## config.mk

```make
export PLATFORM = sky130hd
export DESIGN_NAME = noc_out_arbiter
export DESIGN_NICKNAME = d
export VERILOG_FILES = /design/src/rtl/noc_pkg.sv /design/src/rtl/noc_out_arbiter_rr_arbiter.sv /design/src/rtl/noc_out_arbiter.sv
export SDC_FILE = /design/constraint.sdc
export NUM_CORES = 1
export LEC_CHECK = 0
export ABC_CLOCK_PERIOD_IN_PS = 7300
export BUFFER_PORTS_ARGS = -buffer_cell sky130_fd_sc_hd__buf_2
export CAP_MARGIN = 40
export CORE_MARGIN = 8
export CORE_UTILIZATION = 35
export DETAILED_ROUTE_END_ITERATION = 16
export PLACE_DENSITY = 0.55
export RECOVER_POWER = 100
export REMOVE_ABC_BUFFERS = 1
export SYNTH_ARGS = -nofsm -noshare
export SYNTH_HDL_FRONTEND = slang
export SYNTH_SLANG_ARGS = --single-unit
```

## constraint.sdc

```tcl
create_clock -name clk -period 7.3 [get_ports clk]
set_clock_uncertainty 0.2 [all_clocks]
set_input_delay 1.46 -clock clk [delete_from_list [all_inputs] [get_ports clk]]
set_output_delay 1.46 -clock clk [all_outputs]
set_load 0.1 [all_outputs]
```

## src/rtl/noc_pkg.sv

```systemverilog
// Shared types and constants for the NoC router output stage.
package noc_pkg;

    localparam int DATA_SIZE     = 18;
    localparam int FLIT_TYPE_MSB = 17;
    localparam int FLIT_TYPE_LSB = 16;

    typedef enum logic [1:0] {
        BODY   = 2'b00,
        HEAD   = 2'b01,
        TAIL   = 2'b10,
        SINGLE = 2'b11
    } flit_type_t;

    typedef enum logic [1:0] {
        IDLE   = 2'b00,
        WAIT   = 2'b01,
        LOCKED = 2'b10
    } arb_state_t;

    // A flit that closes a packet releases the output lock.
    function automatic logic is_last(input flit_type_t t);
        return (t == TAIL) || (t == SINGLE);
    endfunction

endpackage

```

## src/rtl/noc_out_arbiter_rr_arbiter.sv

```systemverilog
// Combinational round-robin picker: first requester at or after ptr, wrapping.
module rr_arbiter #(
    parameter int N_IN  = 5,
    parameter int IDX_W = (N_IN > 1) ? $clog2(N_IN) : 1
) (
    input  logic [N_IN-1:0]  req,
    input  logic [IDX_W-1:0] ptr,
    output logic [N_IN-1:0]  gnt,
    output logic [IDX_W-1:0] gnt_idx,
    output logic             gnt_vld
);

    // Scan requesters starting at ptr; the first hit wins.
    always_comb begin
        gnt     = '0;
        gnt_idx = '0;
        gnt_vld = 1'b0;
        for (int off = 0; off < N_IN; off++) begin
            int cand;
            cand = int'(ptr) + off;
            if (cand >= N_IN) begin
                cand = cand - N_IN;
            end
            if (!gnt_vld && req[cand]) begin
                gnt_vld   = 1'b1;
                gnt_idx   = IDX_W'(cand);
                gnt[cand] = 1'b1;
            end
        end
    end

endmodule

```

## src/rtl/noc_out_arbiter.sv

```systemverilog
// Router output stage: round-robin wormhole arbitration over the input
// queues with credit-based flow control toward the downstream link.
module noc_out_arbiter #(
    parameter int N_IN      = 5,
    parameter int DATA_SIZE = 18,
    parameter int CREDITS   = 8
) (
    input  logic                      clk,
    input  logic                      rst,
    input  logic [N_IN-1:0]           q_empty,
    input  logic [N_IN*DATA_SIZE-1:0] q_data,
    output logic [N_IN-1:0]           q_rd,
    output logic                      q_en,
    input  logic                      credit_in,
    output logic                      out_write,
    output logic [DATA_SIZE-1:0]      out_data
);
    import noc_pkg::*;

    localparam int IDX_W  = (N_IN > 1) ? $clog2(N_IN) : 1;
    localparam int CRED_W = $clog2(CREDITS + 1);

    arb_state_t           state_q, state_d;
    logic [IDX_W-1:0]     grant_q, grant_d;
    logic [IDX_W-1:0]     rr_ptr_q, rr_ptr_d;
    logic [CRED_W-1:0]    credit_q, credit_d;
    logic                 out_write_q, out_write_d;
    logic [DATA_SIZE-1:0] out_data_q, out_data_d;

    logic [N_IN-1:0]      can_rd;
    logic [N_IN-1:0]      rd_vec;
    logic [N_IN-1:0]      arb_gnt;
    logic [IDX_W-1:0]     arb_idx;
    logic                 arb_vld;
    logic [DATA_SIZE-1:0] cur_flit;
    flit_type_t           cur_type;

    rr_arbiter #(
        .N_IN  (N_IN),
        .IDX_W (IDX_W)
    ) u_rr (
        .req     (can_rd),
        .ptr     (rr_ptr_q),
        .gnt     (arb_gnt),
        .gnt_idx (arb_idx),
        .gnt_vld (arb_vld)
    );

    // Readability per port and the flit currently presented by the granted queue.
    always_comb begin
        cur_flit = '0;
        for (int i = 0; i < N_IN; i++) begin
            can_rd[i] = !q_empty[i] && (credit_q != '0);
            if (grant_q == IDX_W'(i)) begin
                cur_flit = q_data[i*DATA_SIZE +: DATA_SIZE];
            end
        end
        cur_type = flit_type_t'(cur_flit[FLIT_TYPE_MSB:FLIT_TYPE_LSB]);
    end

    // Arbitration FSM: pick a port in IDLE, stream it in WAIT, park in LOCKED.
    always_comb begin
        state_d  = state_q;
        grant_d  = grant_q;
        rr_ptr_d = rr_ptr_q;
        rd_vec   = '0;
        unique case (state_q)
            IDLE: begin
                if (arb_vld) begin
                    rd_vec  = arb_gnt;
                    grant_d = arb_idx;
                    state_d = WAIT;
                end
            end
            WAIT: begin
                if (is_last(cur_type)) begin
                    state_d  = IDLE;
                    rr_ptr_d = (grant_q == IDX_W'(N_IN - 1)) ? '0 : grant_q + IDX_W'(1);
                end else if (can_rd[grant_q]) begin
                    rd_vec[grant_q] = 1'b1;
                end else begin
                    state_d = LOCKED;
                end
            end
            LOCKED: begin
                if (can_rd[grant_q]) begin
                    rd_vec[grant_q] = 1'b1;
                    state_d         = WAIT;
                end
            end
            default: state_d = IDLE;
        endcase
    end

    // Credit bookkeeping and the registered output flit.
    always_comb begin
        credit_d = credit_q;
        unique case ({|rd_vec, credit_in && (credit_q != CRED_W'(CREDITS))})
            2'b10:   credit_d = credit_q - CRED_W'(1);
            2'b01:   credit_d = credit_q + CRED_W'(1);
            default: credit_d = credit_q;
        endcase
        out_write_d = (state_q == WAIT);
        out_data_d  = (state_q == WAIT) ? cur_flit : out_data_q;
    end

    // State register; reset drops any lock and any flit in flight.
    always_ff @(posedge clk) begin
        if (rst) begin
            state_q     <= IDLE;
            grant_q     <= '0;
            rr_ptr_q    <= '0;
            credit_q    <= CRED_W'(CREDITS);
            out_write_q <= 1'b0;
            out_data_q  <= '0;
        end else begin
            state_q     <= state_d;
            grant_q     <= grant_d;
            rr_ptr_q    <= rr_ptr_d;
            credit_q    <= credit_d;
            out_write_q <= out_write_d;
            out_data_q  <= out_data_d;
        end
    end

    // A credit returned while the counter is already full indicates a downstream bug.
    always_ff @(posedge clk) begin
        if (!rst && credit_in) begin
            assert (credit_q != CRED_W'(CREDITS));
        end
    end

    assign q_rd      = rst ? '0 : rd_vec;
    assign q_en      = !rst;
    assign out_write = out_write_q;
    assign out_data  = out_data_q;

endmodule

```

== After elaboration in Yosys (flattened, before gate mapping) ==
Cells that the tools add are included.

* Register bits: 31
* Input bits: 98
* Output and inout port bits: 25
* Logic and storage cells: 154

* Add/subtract/negate cells: 12
* Magnitude comparators: 17
* Equality and inequality tests: 14
* Muxes and demuxes: 66
* Bitwise operators: 4
* Reduce and logical (&&, ||, !) cells: 35

{| class="wikitable"
|+ Operator list
! operator !! number
|-
| 32-bit by 1-bit >= comparator with 1-bit output (second input constant) || 5
|-
| 32-bit by 5-bit less-than comparator with 1-bit output (second input constant) || 5
|-
| 32-bit 2-to-1 mux || 5
|-
| 32-bit by 4-bit >= comparator with 1-bit output (second input constant) || 4
|-
| 32-bit by 4-bit subtractor with 32-bit output (second input constant) || 4
|-
| 18-bit 2-to-1 mux || 5
|-
| 5-bit 2-to-1 mux || 9
|-
| 1-bit 2-to-1 mux || 22
|-
| 5-bit OR || 4
|-
| 1-bit binary-select mux with 3-bit select || 6
|-
| 1-bit demux with 3-bit select || 6
|-
| 3-bit 2-to-1 mux || 6
|-
| 1-bit logical AND || 16
|-
| 5-bit case mux with 3 select lines || 1
|-
| 1-bit zero test || 10
|-
| 3-bit by 2-bit adder with 4-bit output (second input constant) || 2
|-
| 2-bit == test (second input constant) || 4
|-
| 2-bit 2-to-1 mux || 4
|-
| 4-bit case mux with 2 select lines || 1
|-
| 3-bit by 2-bit == test with 1-bit output (second input constant) || 2
|-
| 2-bit case mux with 3 select lines || 1
|-
| 5-bit OR reduction || 1
|-
| 3-bit by 1-bit adder with 4-bit output (second input constant) || 1
|-
| 3-bit by 3-bit adder with 4-bit output (second input constant) || 1
|-
| other kinds (20) || 23
|}

== Longest topological paths before layout ==
Gate-level depths: netlist (run 1).

* Depth after elaboration: 23
* Mapped depth: 26
* Mapped depth without buffers: 23

== Cells and area by module ==
Synthesis (run 1) repeated with hierarchy kept, for this count alone.

* Cell total of the unflattened synthesis: 573
* Area, all modules: 4229.1 um^2

{| class="wikitable"
|+ By module, submodules not included
! module !! times used !! cells an instance !! area an instance (um^2) !! seq. area each (um^2)
|-
| noc_out_arbiter || 1 || 327 || 2516.2 || 620.6
|-
| rr_arbiter || 1 || 246 || 1712.9 || 0.0
|}

== Least setup slack after synthesis (run 1) ==
Ideal clock, no wire load.

* Kind: reg2out
* Start point: reg rr_ptr_q[0]
* End point: out q_rd[4]
* Arrival time: 4.666 ns
* Required time: 5.640 ns
* Path slack: 0.974 ns
* Stages on the path, launching flop included: 15
* Buffers on the path: 2
* Path through: dfxtp_1 > buf_2 > inv_1 > buf_2 > ha_1 > fa_1 > a21bo_2 > mux2i_4 > nor3_1 > o21ai_2 > nand3b_1 > or4_4 > o41a_1 > o211a_1 > nor2_1

* Longest elaborated chain between the ends: 21
* Elaborated cells on any way between the ends: 84
* Those cells by class: 9 x add/sub; 15 x order compare; 43 x mux; 4 x bitwise; 13 x reduce/logical

{| class="wikitable"
|+ Ends and longest elaborated chain
! element !! line !! text
|-
| from (decl) || noc_out_arbiter.sv:25 || <nowiki>logic [IDX_W-1:0] rr_ptr_q, rr_ptr_d;</nowiki>
|-
| from (signal assigned) || noc_out_arbiter.sv:119 || <nowiki>rr_ptr_q <= rr_ptr_d;</nowiki>
|-
| branches (longest 18 deep; another with 32-bit by 4-bit subtractor with 32-bit output) || n/a ||
|-
| 5-bit 2-to-1 mux (*) || noc_out_arbiter.sv:69 || <nowiki>if (arb_vld) begin</nowiki>
|-
| 5-bit case mux with 3 select lines (*) || noc_out_arbiter.sv:67 || <nowiki>unique case (state_q)</nowiki>
|-
| 5-bit 2-to-1 mux (*) || noc_out_arbiter.sv:133 || <nowiki>assign q_rd = rst ? '0 : rd_vec;</nowiki>
|-
| to (decl) || noc_out_arbiter.sv:12 || <nowiki>output logic [N_IN-1:0] q_rd,</nowiki>
|}

Mark *: on every way between the ends. The select of a mux whose other input is x is not followed.

== Final worst setup path (run 1) ==
* Start point: reg rr_ptr_q[1]
* End point: out q_rd[1]

The elaborated chain is that of the path after synthesis.

==> metrics.txt, run 1 <==
fill cell count=approximately 1200; share of cells above drive strength 1=between 20% and 30%; Setup WS post-layout=0.655 ns; overall power=2.31 mW; critical path peak fanout=11; Avg Inst Size Synth=7.01 sq um; power per cell area=roughly 480 mW/mm^2; Setup TNS=0 ns; Post-CTS Setup Repair Bufs=0; largest family of logic cells by synthesized area=compound AO/OA/AOI/OAI gates; gr busiest metal=met2; WL/cell=19.5 um; ys flop type=dfxtp_1; TritonCTS clock tree=built; met2 GRT Util=32.4%; DR vias/cell=6.04; PortBufs=122; register area share after synthesis=15.3%; kind of end point of the critical path=primary output; Num CTS Buffers=5; Post-Place Setup Slack=about 1.4 ns; mapped cell area=a little over 0.004 sq mm; Reg clk slew, reported paths=0.05 ns; Post-synth top cells=nor2_1, a21oi_1, nor3_1; Netlist cell types=82; IO Pins=about 120; XOR/XNOR share of the synthesized area=1.95%; first-pass GRT wire length=24.5 mm; final clock period utilization by the worst path=91.0%; grt met1 use=26.0%; Initial Util=35.6%; leakage power=1.98 nW; post-synthesis adder-cell area fraction=a little under a tenth; vias post-DR=4955; diode count=0; area share of the largest cell type after synthesis=15.3%; Crit path required time=5.64 ns; post-synthesis simple-gate area fraction=31.2%; CTS Hold Bufs=0; Synth area leaders=dfxtp_1, a21oi_1, nor2_1; Initial DRC Count=478; vias in the first global route=about 4500; CTS resizes=0; Placer Congestion=~1.0; area grow syn2layout=19.3%; die height=about 120 um; core area=0.0114 sq mm; Routed WL=16.0 mm; Root Buffer=clkbuf_16; Post-synth EDFFs=0; fin area=0.00483 sq mm; first drt pass iteration count=5; outcome=finished, final reports clean; Synth warnings=0; fin. max-slew vios=0; Startpoint Class=register; largest net degree at the start of global routing=35; Congestion Overflow GR=0; antenna violations before repair=0; All-Layer GR Usage=between 20% and 30%; multiplexer share of the synthesized area=1.54%; Post-DP HPWL=roughly 13 mm; Max Freq=roughly 150 MHz; Placed Area=0.00475 sq mm; Post-Syn Instances=578; RSZ-0062 raised after global routing=no; Clock Latency Late Sink=0.28 ns; CP Class=reg -> out; DRC=0; Final Hold Vio Count=0; final setup vio count=0; Post-DRT Antenna Nets=0; most instantiated library cell after synthesis=nor2_1; Worst Hold Class=reg -> reg; Die ar.=~0.015 sq mm; crit path DAT=4.99 ns; final core utilization=roughly 43%; Max-Slew Margin vs Limit=1.18%; # rows=39; Max Cap Violations=0; Die Wd=124 um; CTS max path bufs=2; FFs w/ async S/R, synth=0%; largest area contributor in the netlist=dfxtp_1; compound-gate portion of the synthesized area=34.7%; Tmin final=6.65 ns; GRT met3 Usage=3.94%; nets=around 800; flop and latch count out of synthesis=31; VDD IR-drop max=approximately 0.23 mV; Worst Tran Pin Value=1.48 ns; H-tree levels=2; Num Clock Sinks=31
-- through the flow --
step           cells  hold WS (ns)
2_1_floorplan    539         0.301
3_3_place_gp     811         0.243
3_5_place_dp     813         0.247
4_1_cts          821         0.255
5_1_grt          821         0.288
6_report         821         0.257
-- power breakdown --
group	switching, mW	total (mW)	internal, mW
logic	1.25	1.82	0.577
registers	0.0533	0.284	0.230
clock network	0.0742	0.200	0.126
total	1.37	2.31	0.933
-- cell usage in the layout, fill, tap and decap left out, types with 6 or more instances in the layout --
cell and count:
a31oi_1 7, a21oi_1 69, xnor2_1 8, clkbuf_1 23, nor4_1 6, a222oi_1 16, buf_4 8, dfxtp_1 31
ha_1 26, nor2b_1 11, o21ai_0 16, nand3_1 14, inv_1 17, nand2b_1 14, nand2_1 35, nor3_1 43
a211oi_1 19, nor2_1 90, buf_2 99, and2_1 8, or3_1 7
-- layout make-up --
type	instances	area [sq um]	share of cell area, %
multi-input cells	489	3150	65.2
flip-flops and latches	31	621	12.8
clock inverters	1	5.00	0.104
well taps	143	179	3.70
clock buffers	7	133	2.74
repair buffers	131	672	13.9
inverters	19	71.3	1.48
-- flip-flops by register name (all words and copies together), names as in the netlist --
register and flops:
credit_q 4, grant_q 3, rr_ptr_q 3, state_q 2, out_data 18, out_write 1
-- path summary, 6_finish.rpt --
| path | from | to | slack (ns) | cells after the start |
|---|---|---|---|---|
| setup / recovery | rr_ptr_q[1] | q_rd[1] | 0.65 | 12 |
| hold / removal | out_data[17] | out_data[17] | 0.26 | 2 |
| setup reg to reg | rr_ptr_q[1] | credit_q[3] | 1.08 | 20 |
| hold reg to reg | out_data[17] | out_data[17] | 0.26 | 2 |
-- cell families after synthesis --
group,after synthesis
compound gates,195
xor+xnor,9
fa+ha+maj,28
buf+inv,58
flops,31
mux,5
simple gates,252
-- routing by layer --
layer | part of all wire (%) | up-vias
li1 | - | 2353
met1 | 42 | 2297
met2 | 46 | 261
met3 | 9.3 | 44
met4 | 2.9 | 0
met5 | 0 | -
-- worst max-delay path, cell delays in order (launching register included) --
cell and delay (ns):
dfxtp_1 0.58, inv_1 0.11, buf_4 0.21, fa_1 0.49, a21boi_2 0.22, xnor2_1 0.53, nor3_1 0.10, o211ai_1 0.39
nand3_1 0.32, o31ai_1 0.92, o21ai_1 0.30, and2_1 0.24, buf_2 0.29
Note: power is estimated with default switching activity, not from simulation.
==> run 2, diff against run 1 <==
--- a/config.mk
+++ b/config.mk
@@ -9,9 +9,9 @@
 export BUFFER_PORTS_ARGS = -buffer_cell sky130_fd_sc_hd__buf_2
 export CAP_MARGIN = 40
 export CORE_MARGIN = 8
-export CORE_UTILIZATION = 35
+export CORE_UTILIZATION = 40
 export DETAILED_ROUTE_END_ITERATION = 16
-export PLACE_DENSITY = 0.55
+export PLACE_DENSITY = 0.62
 export RECOVER_POWER = 100
 export REMOVE_ABC_BUFFERS = 1
 export SYNTH_ARGS = -nofsm -noshare
==> metrics.txt, run 2 (synthesis gave the netlist of run 1 again) <==
outcome=finished, final reports clean (unchanged); placed insts=802 (was 813); Tmin final=6.60 ns (was 6.65 ns); VDD IR-drop max=0.314 mV (was 0.235 mV); Max-Slew Margin vs Limit=1.11% (was 1.18%); largest net degree at the start of global routing=35 (unchanged); Final Hold Vio Count=0 (unchanged); Setup TNS=0 ns (unchanged); nets=802 (was 803); Worst Hold Class=reg -> reg (unchanged); Startpoint Class=register (unchanged); fin area=0.00478 sq mm (was 0.00483 sq mm); Worst Tran Pin Value=1.48 ns (about the same); max reg flops=18 (unchanged); Initial DRC Count=541 (was 478); Post-CTS Setup Repair Bufs=0 (unchanged); vias post-DR=4949 (was 4955); Clock Latency Late Sink=0.27 ns (was 0.28 ns); TritonCTS clock tree=built (unchanged); Max Freq=152 MHz (was 150 MHz); first-pass GRT wire length=23.9 mm (was 24.5 mm); IO Pins=123 (unchanged); area grow syn2layout=17.9% (was 19.3%); Post-DRT Antenna Nets=0 (unchanged); Post-DP HPWL=12.3 mm (was 12.6 mm); Num Clock Sinks=31 (unchanged); Setup WS post-layout=0.702 ns (was 0.655 ns); final core utilization=48.6% (was 42.5%); Reg clk slew, reported paths=0.06 ns (was 0.05 ns); Placed Area=0.00473 sq mm (was 0.00475 sq mm); # rows=36 (was 39); PortBufs=122 (unchanged); antenna violations before repair=0 (unchanged); kind of end point of the critical path=primary output (unchanged); first drt pass iteration count=5 (unchanged); Root Buffer=clkbuf_8 (was clkbuf_16); final clock period utilization by the worst path=90.4% (was 91.0%); CTS max path bufs=2 (unchanged); Num CTS Buffers=5 (unchanged); share of cells above drive strength 1=21.1% (was 20.9%); CTS Hold Bufs=0 (unchanged); critical path peak fanout=24 (was 11); DRC=0 (unchanged); DR vias/cell=6.11 (was 6.04); Routed WL=15.7 mm (was 16.0 mm); leading cell type in the layout, fill and taps excluded=buf_2 (unchanged); Post-Place Setup Slack=1.11 ns (was 1.35 ns); WL/cell=19.3 um (was 19.5 um); Crit path required time=5.64 ns (about the same); H-tree levels=2 (unchanged); Die Wd=117 um (was 124 um); Congestion Overflow GR=0 (unchanged); core area=0.00982 sq mm (was 0.0114 sq mm); Placer Congestion=0.978 (was 1.03); vias in the first global route=4537 (was 4484); overall power=2.24 mW (was 2.31 mW); Max Cap Violations=0 (unchanged); CTS resizes=0 (unchanged); power per cell area=469 mW/mm^2 (was 477 mW/mm^2); post-route insts no fill=810 (was 821); commonest cells after routing, fill and taps aside=buf_2, nor2_1, a21oi_1 (unchanged); diode count=0 (unchanged); crit path DAT=4.94 ns (was 4.99 ns); leakage power=1.95 nW (was 1.98 nW); final setup vio count=0 (unchanged); Initial Util=41.3% (was 35.6%); die height=117 um (was 124 um); All-Layer GR Usage=21.9% (was 20.0%); CP Class=reg -> out (unchanged); Hold Slack=0.272 ns (was 0.257 ns); fin. max-slew vios=0 (unchanged); RSZ-0062 raised after global routing=no (unchanged); Die ar.=0.0136 sq mm (was 0.0153 sq mm)
[run 2: path summary, 6_finish.rpt]
kind	cells past startpoint	endpoint	slack, ns	startpoint
max	12	q_rd[4]	0.70	rr_ptr_q[2]
min	2	out_data[17]	0.27	out_data[17]
max reg2reg	19	credit_q[3]	1.28	rr_ptr_q[2]
min reg2reg	2	out_data[17]	0.27	out_data[17]
[run 2: power by group]
part	switching (mW)	internal (mW)
sequential	0.0552	0.230
combinational	1.25	0.580
clock	0.0628	0.0668
[run 2: final cells by class]
class / instances / area [sq um]
clock buffer: 7 / 76.3
clock inverter: 1 / 5.00
fill: 1049 / 5040
inverter: 19 / 71.3
multi-input combinational: 489 / 3170
sequential: 31 / 621
tap: 133 / 166
timing repair buffer: 130 / 664
[run 2: per-layer routing]
| layer | vias up | routed length (um) | track usage, % |
|---|---|---|---|
| met5 | - | 0 | 0 |
| li1 | 2349 | - | - |
| met4 | 0 | 393 | 7.00 |
| met1 | 2273 | 6700 | 28.2 |
| met2 | 284 | 6970 | 35.3 |
| met3 | 43 | 1610 | 4.76 |
[run 2: critical path, stage by stage, from the launching register on]
cell and delay [ns]:
dfxtp_1 0.89, inv_1 0.39, ha_1 0.53, nand2b_1 0.23, o2bb2ai_2 0.25, a221oi_1 0.13
a22oi_2 0.32, a21oi_4 0.19, or4_4 0.57, o41a_1 0.34, o211a_1 0.23, nor2_1 0.08
clkbuf_2 0.48
==> run 3, diff against run 2 <==
--- a/config.mk
+++ b/config.mk
@@ -9,9 +9,9 @@
 export BUFFER_PORTS_ARGS = -buffer_cell sky130_fd_sc_hd__buf_2
 export CAP_MARGIN = 40
 export CORE_MARGIN = 8
-export CORE_UTILIZATION = 40
+export CORE_UTILIZATION = 53
 export DETAILED_ROUTE_END_ITERATION = 16
-export PLACE_DENSITY = 0.62
+export PLACE_DENSITY = 0.79
 export RECOVER_POWER = 100
 export REMOVE_ABC_BUFFERS = 1
 export SYNTH_ARGS = -nofsm -noshare
==> metrics.txt, run 3 (synthesis gave the netlist of run 1 again) <==
Worst Tran Pin Value=1.45 ns (was 1.48 ns); Startpoint Class=register (unchanged); Max Cap Violations=0 (unchanged); Root Buffer=clkbuf_8 (unchanged); crit path DAT=5.09 ns (was 4.94 ns); Setup TNS=0 ns (unchanged); IO Pins=123 (unchanged); PortBufs=122 (unchanged); Post-CTS Setup Repair Bufs=0 (unchanged); Reg clk slew, reported paths=0.06 ns (about the same); first drt pass iteration count=8 (was 5); Setup WS post-layout=0.551 ns (was 0.702 ns); Num Clock Sinks=31 (unchanged); Final Hold Vio Count=0 (unchanged); Post-DRT Antenna Nets=0 (unchanged); Initial DRC Count=687 (was 541); CTS resizes=0 (unchanged); Die ar.=0.0107 sq mm (was 0.0136 sq mm); Worst Setup SP=rr_ptr_q[2] (unchanged); area grow syn2layout=17.2% (was 17.9%); Max Freq=148 MHz (was 152 MHz); CTS Hold Bufs=0 (unchanged); leading cell type in the layout, fill and taps excluded=buf_2 (unchanged); nets=803 (was 802); Placer Congestion=1.01 (was 0.978); placed insts=772 (was 802); Num CTS Buffers=5 (unchanged); largest net degree at the start of global routing=36 (was 35); reg2reg start=rr_ptr_q[2] (unchanged); vias in the first global route=4675 (was 4537); All-Layer GR Usage=28.3% (was 21.9%); Initial Util=53.5% (was 41.3%); Clock Latency Late Sink=0.29 ns (was 0.27 ns); antenna violations before repair=0 (unchanged); kind of end point of the critical path=primary output (unchanged); Congestion Overflow GR=0 (unchanged); post-route insts no fill=780 (was 810); Post-Place Setup Slack=1.07 ns (was 1.11 ns); H-tree levels=2 (unchanged); Routed WL=15.6 mm (was 15.7 mm); Post-DP HPWL=12.2 mm (was 12.3 mm); share of cells above drive strength 1=21.1% (about the same); leakage power=1.95 nW (about the same); power per cell area=483 mW/mm^2 (was 469 mW/mm^2); commonest cells after routing, fill and taps aside=buf_2, nor2_1, a21oi_1 (unchanged); Tmin final=6.75 ns (was 6.60 ns); DR vias/cell=6.50 (was 6.11); # rows=32 (was 36); first-pass GRT wire length=23.9 mm (about the same); die height=103 um (was 117 um); Crit path required time=5.64 ns (about the same); outcome=finished, final reports clean (unchanged); final clock period utilization by the worst path=92.5% (was 90.4%); TritonCTS clock tree=built (unchanged); RSZ-0062 raised after global routing=no (unchanged); Die Wd=103 um (was 117 um); Hold Slack=0.256 ns (was 0.272 ns); overall power=2.29 mW (was 2.24 mW); WL/cell=20.1 um (was 19.3 um); final setup vio count=0 (unchanged); Max-Slew Margin vs Limit=3.43% (was 1.11%); Worst Hold Class=reg -> reg (unchanged); CTS max path bufs=2 (unchanged); CP Class=reg -> out (unchanged); VDD IR-drop max=0.317 mV (was 0.314 mV); Hold Crit Start=out_data[17] (unchanged); core area=0.00757 sq mm (was 0.00982 sq mm); max reg flops=18 (unchanged); fin. max-slew vios=0 (unchanged); vias post-DR=5070 (was 4949); DRC=0 (unchanged); diode count=0 (unchanged); critical path peak fanout=24 (unchanged)
[run 3: cell count changes in the layout (fill, tap and decap cells not counted)]
| cell | previous run | this run |
|---|---|---|
| buf_4 | 7 | 5 |
| buf_6 | 0 | 2 |
| clkbuf_8 | 5 | 7 |
| buf_16 | 1 | 0 |
| buf_8 | 0 | 1 |
| clkinv_2 | 1 | 0 |
| o211ai_1 | 3 | 4 |
| o211ai_2 | 1 | 0 |
[run 3: worst paths after layout]
kind	cells past startpoint	slack (ns)	end
max	12	0.55	q_rd[3]
min	2	0.26	out_data[17]
max reg2reg	19	1.08	credit_q[3]
min reg2reg	2	0.26	out_data[17]
[run 3: report_power, final]
part           switching (mW)  leakage, nW  internal [mW]
Combinational            1.27         1.65          0.582
Clock                  0.0678       0.0515         0.0861
Sequential             0.0539        0.254          0.230
[run 3: critical path, cell delays in order, from the launching register on]
cell and delay [ns]:
dfxtp_1 0.92, inv_1 0.42, fa_1 0.56, a21boi_2 0.21
xnor2_1 0.37, nor3_1 0.10, o211ai_1 0.38, nand3_1 0.36
or4_1 0.62, nor2_1 0.11, o32a_1 0.18, and2_1 0.12
clkbuf_2 0.45
[run 3: layer usage]
| metal | vias to the layer above | global-route usage [%] | routed length (um) |
|---|---|---|---|
| li1 | 2361 | - | - |
| met1 | 2345 | 37.0 | 6340 |
| met2 | 320 | 46.3 | 7200 |
| met3 | 44 | 3.28 | 1640 |
| met4 | 0 | 10.9 | 467 |
| met5 | - | 0 | 0 |
[run 3: final cells by class]
cell class              instances  area [sq um]
inverters                      19          71.3
well taps                     102           128
fillers                       700          2820
repair buffers                131           663
flip-flops and latches         31           621
clock buffers                   8           100
multi-input cells             489          3170
[run 3: per-stage QoR]
| stage | area, sq um | util (%) |
|---|---|---|
| 6_report | 4750 | 62.8 |
| 2_1_floorplan | 3860 | - |
| 3_5_place_dp | 4690 | 62.0 |
| 3_3_place_gp | 4650 | 61.5 |
| 4_1_cts | 4790 | 63.3 |
| 5_1_grt | 4750 | 62.8 |
